$ cat src/rtl/reset_sequencer.sv
// Power-on reset sequencer: filters PLL lock, waits a release delay, then
// deasserts the core reset channels one at a time, a fixed stagger apart.
module reset_sequencer #(
  parameter int LOCK_FILTER   = 4,
  parameter int RELEASE_DELAY = 128,
  parameter int CHANNELS      = 2,
  parameter int STAGGER       = 16,
  parameter int LOSS_ACTION   = 1
) (
  input  logic                clk_core,
  input  logic                reset_n,
  input  logic                pll_locked,
  input  logic                sw_reset,
  output logic [CHANNELS-1:0] core_reset_n,
  output logic                ready,
  output logic                lock_lost,
  output logic [1:0]          state
);

  localparam int MAX_WAIT = (RELEASE_DELAY > STAGGER) ? RELEASE_DELAY : STAGGER;
  localparam int CW       = $clog2(MAX_WAIT + 1);
  localparam int IW       = $clog2(CHANNELS + 1);

  localparam logic [CW-1:0] DELAY_MATCH   = CW'(RELEASE_DELAY);
  localparam logic [CW-1:0] STAGGER_MATCH = CW'(STAGGER);
  localparam logic [IW-1:0] LAST_INDEX    = IW'(CHANNELS - 1);

  typedef enum logic [1:0] {
    ST_FILTER  = 2'd0,
    ST_DELAY   = 2'd1,
    ST_STAGGER = 2'd2,
    ST_RUN     = 2'd3
  } state_t;

  logic [LOCK_FILTER-1:0] window;
  logic                   stable;

  state_t                 state_q,  state_nxt;
  logic [CW-1:0]          count_q,  count_nxt;
  logic [IW-1:0]          index_q,  index_nxt;
  logic [CHANNELS-1:0]    chan_q,   chan_nxt;
  logic                   ready_q,  ready_nxt;
  logic                   lost_q,   lost_nxt;

  // pll_locked is asynchronous; the first window stage is its synchroniser.
  if (LOCK_FILTER > 1) begin : g_window_shift
    // NOTE: sequential state uses non-blocking assignments only.
    always_ff @(posedge clk_core or negedge reset_n) begin
      if (!reset_n) window <= '0;
      else          window <= {window[LOCK_FILTER-2:0], pll_locked};
    end
  end else begin : g_window_single
    always_ff @(posedge clk_core or negedge reset_n) begin
      if (!reset_n) window <= '0;
      else          window <= pll_locked;
    end
  end

  always_ff @(posedge clk_core or negedge reset_n) begin
    if (!reset_n) stable <= 1'b0;
    else          stable <= &window;
  end

  always_ff @(posedge clk_core or negedge reset_n) begin
    if (!reset_n) begin
      state_q <= ST_FILTER;
      count_q <= '0;
      index_q <= '0;
      chan_q  <= '0;
      ready_q <= 1'b0;
      lost_q  <= 1'b0;
    end else begin
      state_q <= state_nxt;
      count_q <= count_nxt;
      index_q <= index_nxt;
      chan_q  <= chan_nxt;
      ready_q <= ready_nxt;
      lost_q  <= lost_nxt;
    end
  end

  always_comb begin
    // NOTE: every output gets a default first so no latch is inferred.
    state_nxt = state_q;
    count_nxt = count_q;
    index_nxt = index_q;
    chan_nxt  = chan_q;
    ready_nxt = ready_q;
    lost_nxt  = lost_q;

    // Channels are a thermometer, so channel 0 high means the sequence got far
    // enough for a lock drop to matter.
    if (!stable && chan_q[0]) lost_nxt = 1'b1;

    case (state_q)
      ST_FILTER: begin
        count_nxt = '0;
        index_nxt = '0;
        chan_nxt  = '0;
        ready_nxt = 1'b0;
        if (stable) state_nxt = ST_DELAY;
      end

      ST_DELAY, ST_STAGGER, ST_RUN: begin
        if (!stable && (state_q != ST_RUN || LOSS_ACTION != 0)) begin
          state_nxt = ST_FILTER;
          count_nxt = '0;
          index_nxt = '0;
          chan_nxt  = '0;
          ready_nxt = 1'b0;
        end else if (sw_reset) begin
          state_nxt = ST_DELAY;
          count_nxt = '0;
          index_nxt = '0;
          chan_nxt  = '0;
          ready_nxt = 1'b0;
        end else if (state_q == ST_DELAY) begin
          if (count_q == DELAY_MATCH) begin
            chan_nxt  = (chan_q << 1) | CHANNELS'(1);
            count_nxt = '0;
            index_nxt = IW'(1);
            if (CHANNELS == 1) begin
              state_nxt = ST_RUN;
              ready_nxt = 1'b1;
            end else begin
              state_nxt = ST_STAGGER;
            end
          end else begin
            count_nxt = count_q + CW'(1);
          end
        end else if (state_q == ST_STAGGER) begin
          if (count_q == STAGGER_MATCH) begin
            chan_nxt  = (chan_q << 1) | CHANNELS'(1);
            count_nxt = '0;
            index_nxt = index_q + IW'(1);
            if (index_q == LAST_INDEX) begin
              state_nxt = ST_RUN;
              ready_nxt = 1'b1;
            end
          end else begin
            count_nxt = count_q + CW'(1);
          end
        end
      end

      default: state_nxt = ST_FILTER;
    endcase
  end

  assign core_reset_n = chan_q;
  assign ready        = ready_q;
  assign lock_lost    = lost_q;
  assign state        = state_q;

endmodule

$ cat config.mk
export PLATFORM = sky130hd
export DESIGN_NAME = reset_sequencer
export DESIGN_NICKNAME = d
export VERILOG_FILES = /design/src/rtl/reset_sequencer.sv
export SDC_FILE = /design/constraint.sdc
export NUM_CORES = 1
export LEC_CHECK = 0
export ABC_AREA = 1
export BUFFER_PORTS_ARGS = -buffer_cell sky130_fd_sc_hd__clkbuf_2
export CAP_MARGIN = 15
export CORE_MARGIN = 2
export CORE_UTILIZATION = 55
export DETAILED_ROUTE_END_ITERATION = 8
export PLACE_DENSITY = 0.81
export SETUP_SLACK_MARGIN = 0.05
export SLEW_MARGIN = 20
export SYNTH_ARGS = -nofsm -noshare
export SYNTH_HDL_FRONTEND = slang
export SYNTH_SLANG_ARGS = --single-unit
$ cat constraint.sdc
create_clock -name clk_core -period 2.7 [get_ports clk_core]
set_input_delay 0.54 -clock clk_core [delete_from_list [all_inputs] [get_ports clk_core]]
set_output_delay 0.54 -clock clk_core [all_outputs]
set_load 0.03 [all_outputs]
==> impl_metrics.prom <==
# TYPE chip_impl_metric gauge
chip_impl_metric{name="numCtsBuffers",unit=""} 3
chip_impl_metric{name="finalClockSkew",unit="ps"} 3.86
chip_impl_metric{name="drive_above_1_share",unit=""} 0.137
chip_impl_metric{name="critPathRequiredTime",unit="ps"} 2900
chip_impl_metric{name="placement_rows",unit=""} 16
chip_impl_metric{name="ir_drop",unit="mV"} 0.393
chip_impl_metric{name="numClockSinks",unit=""} 21
chip_impl_metric{name="grt_overflow",unit=""} 0
chip_impl_info{name="status",value="completed"} 1
chip_impl_metric{name="p_int",unit="W"} 0.000444
chip_impl_info{name="critical_path.cell_chain",value="inv_1, ha_1, nor2_1, nand3_4, nand4_1, xor2_1, nor2_1"} 1
chip_impl_info{name="timing.setup.critical_path_class",value="reg2reg"} 1
chip_impl_metric{name="grt_pass1_vias",unit=""} 850
chip_impl_metric{name="power.static_leakage",unit="nW"} 0.621
chip_impl_metric{name="clkPwrFrac",unit=""} 0.213
chip_impl_metric{name="cts_resized",unit=""} 0
chip_impl_metric{name="area.growth.synth_to_final",unit="%"} 8.35
chip_impl_metric{name="min_period",unit="ps"} 1650
chip_impl_metric{name="synthesis.instances",unit=""} 134
chip_impl_metric{name="antenna_found_initial",unit=""} 0
chip_impl_metric{name="critPathArrivalTime",unit="ps"} 1850
chip_impl_info{name="hold_path_class",value="in2async"} 1
chip_impl_info{name="synthTopCellsByArea",value="sky130_fd_sc_hd__dfrtp_1 46%, sky130_fd_sc_hd__nand2_1 12%, sky130_fd_sc_hd__ha_1 7.7%, sky130_fd_sc_hd__inv_1 6.6%, sky130_fd_sc_hd__nor2_1 4.0%"} 1
chip_impl_info{name="cts_tree",value="yes"} 1
chip_impl_info{name="crit_slowest_cell",value="sky130_fd_sc_hd__dfrtp_1"} 1
chip_impl_metric{name="worst_slew_pin_slew",unit="ps"} 502
chip_impl_metric{name="combPwrFrac",unit=""} 0.285
chip_impl_metric{name="wirelength",unit="mm"} 2.04
chip_impl_metric{name="viasPerCell",unit=""} 5.11
chip_impl_metric{name="floorplan.die_area",unit="sq um"} 2450
chip_impl_metric{name="design_power_total",unit="W"} 0.000689
chip_impl_metric{name="final_nets",unit=""} 158
chip_impl_metric{name="post-synth-top-area-fraction",unit=""} 0.462
chip_impl_metric{name="dr_total_vias",unit=""} 884
chip_impl_metric{name="grt_max_degree",unit=""} 22
chip_impl_metric{name="place.detailed.hpwl",unit="mm"} 1.58
chip_impl_metric{name="crit_fanout",unit=""} 9
chip_impl_metric{name="multi_input_gate_area_in_the_final_layout",unit="sq um"} 517
chip_impl_metric{name="grtUsageTotal",unit=""} 0.201
chip_impl_metric{name="max-cap-violations",unit=""} 0
chip_impl_metric{name="ant_nets",unit=""} 0
chip_impl_metric{name="final_cell_area",unit="sq um"} 1230
chip_impl_metric{name="syn_avg_cell_area",unit="sq um"} 8.50
chip_impl_metric{name="layout.filler_cells",unit=""} 185
chip_impl_info{name="final_common_cell",value="sky130_fd_sc_hd__nand2_1"} 1
chip_impl_metric{name="post_synth_instance_area",unit="sq um"} 1140
chip_impl_info{name="start_kind",value="flip-flop"} 1
chip_impl_metric{name="final-setup-viol-count",unit=""} 0
chip_impl_metric{name="drt_drc_violations_left",unit=""} 0
chip_impl_metric{name="synth-seq-cells",unit=""} 21
chip_impl_metric{name="slew-limit-headroom",unit=""} 0.665
chip_impl_metric{name="clockBufferDepth",unit=""} 2
chip_impl_metric{name="seq_power_share",unit=""} 0.502
chip_impl_metric{name="sw_frac_of_total",unit=""} 0.356
chip_impl_metric{name="n_antenna_cell",unit=""} 0
chip_impl_metric{name="final-seq-area",unit="sq um"} 526
chip_impl_metric{name="clock.fmax",unit="MHz"} 608
chip_impl_metric{name="synthesis.nets",unit=""} 145
chip_impl_metric{name="global_route_wire_length_before_repair",unit="mm"} 3.68
chip_impl_info{name="synth.largest_area_cell",value="sky130_fd_sc_hd__dfrtp_1"} 1
chip_impl_metric{name="final-max-slew-violation-count",unit=""} 0
chip_impl_info{name="clock-root-buffer",value="sky130_fd_sc_hd__clkbuf_4"} 1
chip_impl_metric{name="io_buffers",unit=""} 9
chip_impl_metric{name="fin_tns_setup",unit="ps"} 0
chip_impl_metric{name="synth_cell_types",unit=""} 20
chip_impl_info{name="rsz0062_at_grt",value="false"} 1
chip_impl_metric{name="floorplan.die.width",unit="um"} 49.5
chip_impl_metric{name="drt_iter0_markers",unit=""} 22
chip_impl_metric{name="h-tree-depth",unit=""} 1
chip_impl_info{name="final_cell_mix",value="36 x sky130_fd_sc_hd__nand2_1, 21 x sky130_fd_sc_hd__dfrtp_1, 20 x sky130_fd_sc_hd__inv_1"} 1
chip_impl_info{name="worstSetupEndpointType",value="flip-flop"} 1
chip_impl_metric{name="post_cts_hold_buffer_count",unit=""} 0
chip_impl_metric{name="synthesis.yosys.warnings",unit=""} 0
chip_impl_metric{name="place_area",unit="sq um"} 1210
chip_impl_metric{name="postCtsSetupBuffers",unit=""} 0
chip_impl_metric{name="io_pins",unit=""} 10
chip_impl_metric{name="wire_per_inst",unit="um"} 11.8
chip_impl_metric{name="fp.dieH",unit="um"} 49.5
chip_impl_metric{name="worst_setup_hold_path_clk_slew",unit="ps"} 110
chip_impl_metric{name="layout_worst_path_cycle_share",unit=""} 0.609
chip_impl_metric{name="net-switching-power",unit="W"} 0.000246
chip_impl_metric{name="detailedRoute.firstPassIterationCount",unit=""} 4
chip_impl_metric{name="seq_area_frac_synth",unit=""} 0.462
chip_impl_metric{name="timing.final.hold_violations",unit=""} 0
chip_impl_metric{name="gp_routability_congestion",unit=""} 0.860
chip_impl_metric{name="cellPowerDensity",unit="nW/um^2"} 559
chip_impl_metric{name="critical-path-max-stage-delay",unit="ps"} 410
chip_impl_metric{name="core_region_area",unit="sq um"} 1960
chip_impl_metric{name="floorplan.initialDensity",unit=""} 0.580
chip_impl_metric{name="insertion_delay",unit="ps"} 300
chip_impl_info{name="worst_path_most_repeated_cell",value="sky130_fd_sc_hd__nor2_1"} 1
==> flip-flops by register name, summed over array words and instances (netlist names) <==
name and cells:
count_q 8, core_reset_n 2, window 4, index_q 2, state 2, stable 1, lock_lost 1, ready 1
==> power groups by stage <==
stage          Clock, W  Combinational, W  Sequential, W
3_3_place_gp          0          0.000188       0.000351
5_1_grt        0.000165          0.000218       0.000350
4_1_cts        0.000151          0.000199       0.000347
2_1_floorplan         0          0.000117       0.000377
3_5_place_dp          0          0.000197       0.000353
6_report       0.000147          0.000197       0.000346
==> Yosys cell counts <==
cell type,count
sky130_fd_sc_hd__a21o_1,1
sky130_fd_sc_hd__a21oi_1,1
sky130_fd_sc_hd__buf_6,1
sky130_fd_sc_hd__dfrtp_1,21
sky130_fd_sc_hd__ha_1,7
sky130_fd_sc_hd__inv_1,20
sky130_fd_sc_hd__inv_2,1
sky130_fd_sc_hd__inv_4,1
sky130_fd_sc_hd__nand2_1,36
sky130_fd_sc_hd__nand2_4,1
sky130_fd_sc_hd__nand3_1,8
sky130_fd_sc_hd__nand3_4,2
sky130_fd_sc_hd__nand4_1,7
sky130_fd_sc_hd__nor2_1,12
sky130_fd_sc_hd__nor2_2,1
sky130_fd_sc_hd__nor3_1,1
sky130_fd_sc_hd__nor3_4,1
sky130_fd_sc_hd__o21ai_0,5
sky130_fd_sc_hd__o21ai_1,2
sky130_fd_sc_hd__xor2_1,5
==> final cells by class <==
cell class	count	share of cell area
timing repair buffer	9	0.0365
multi-input combinational	90	0.419
clock inverter	1	0.00406
tap	27	0.0274
sequential	21	0.426
inverter	22	0.0690
clock buffer	3	0.0183
==> path summary, 6_finish.rpt <==
path	to	slack, ps	cells past startpoint	start
worst min register to register	window[2]	390	0	window[1]
worst max-delay path	count_q[5]	1050	7	state[0]
max in group asynchronous	count_q[2]	2180	1	reset_n
min in group clk_core	window[0]	330	1	pll_locked
worst max register to register	count_q[5]	1050	7	state[0]
worst min-delay path	state[0]	180	1	reset_n
==> critical path, delay by kind of cell (launching register included) <==
family	cells	cell delay [ps]
simple gates	4	600
flops	1	410
fa+ha+maj	1	270
xor+xnor	1	180
buf+inv	1	100
==> routing by layer <==
metal  track usage  share of wire  up-vias
met3        0.0364          0.031        4
met4        0.0833          0.019        0
met2         0.345           0.50       16
met1         0.251           0.45      419
li1              -              -      445
met5             0              0        -
==> metrics by stage <==
step,utilization,setup WS (ps),hold slack [ps],instances
3_5_place_dp,0.615,1100,366,169
2_1_floorplan,-,1020,244,134
4_1_cts,0.629,1030,198,173
3_3_place_gp,0.615,1150,360,169
6_report,0.629,1050,182,173
5_1_grt,0.629,894,224,173
==> cell families after synthesis <==
kind of cell               count (synthesis)  share of synthesized area
buffers and inverters                     23                     0.0846
adders and majority gates                  7                     0.0769
DFF                                       21                      0.462
AOI/OAI and AO/OA                          9                     0.0418
and+or+nand+nor                           69                      0.297
xor gates and xnor gates                   5                     0.0385
Note: power is estimated with default switching activity, not from simulation.
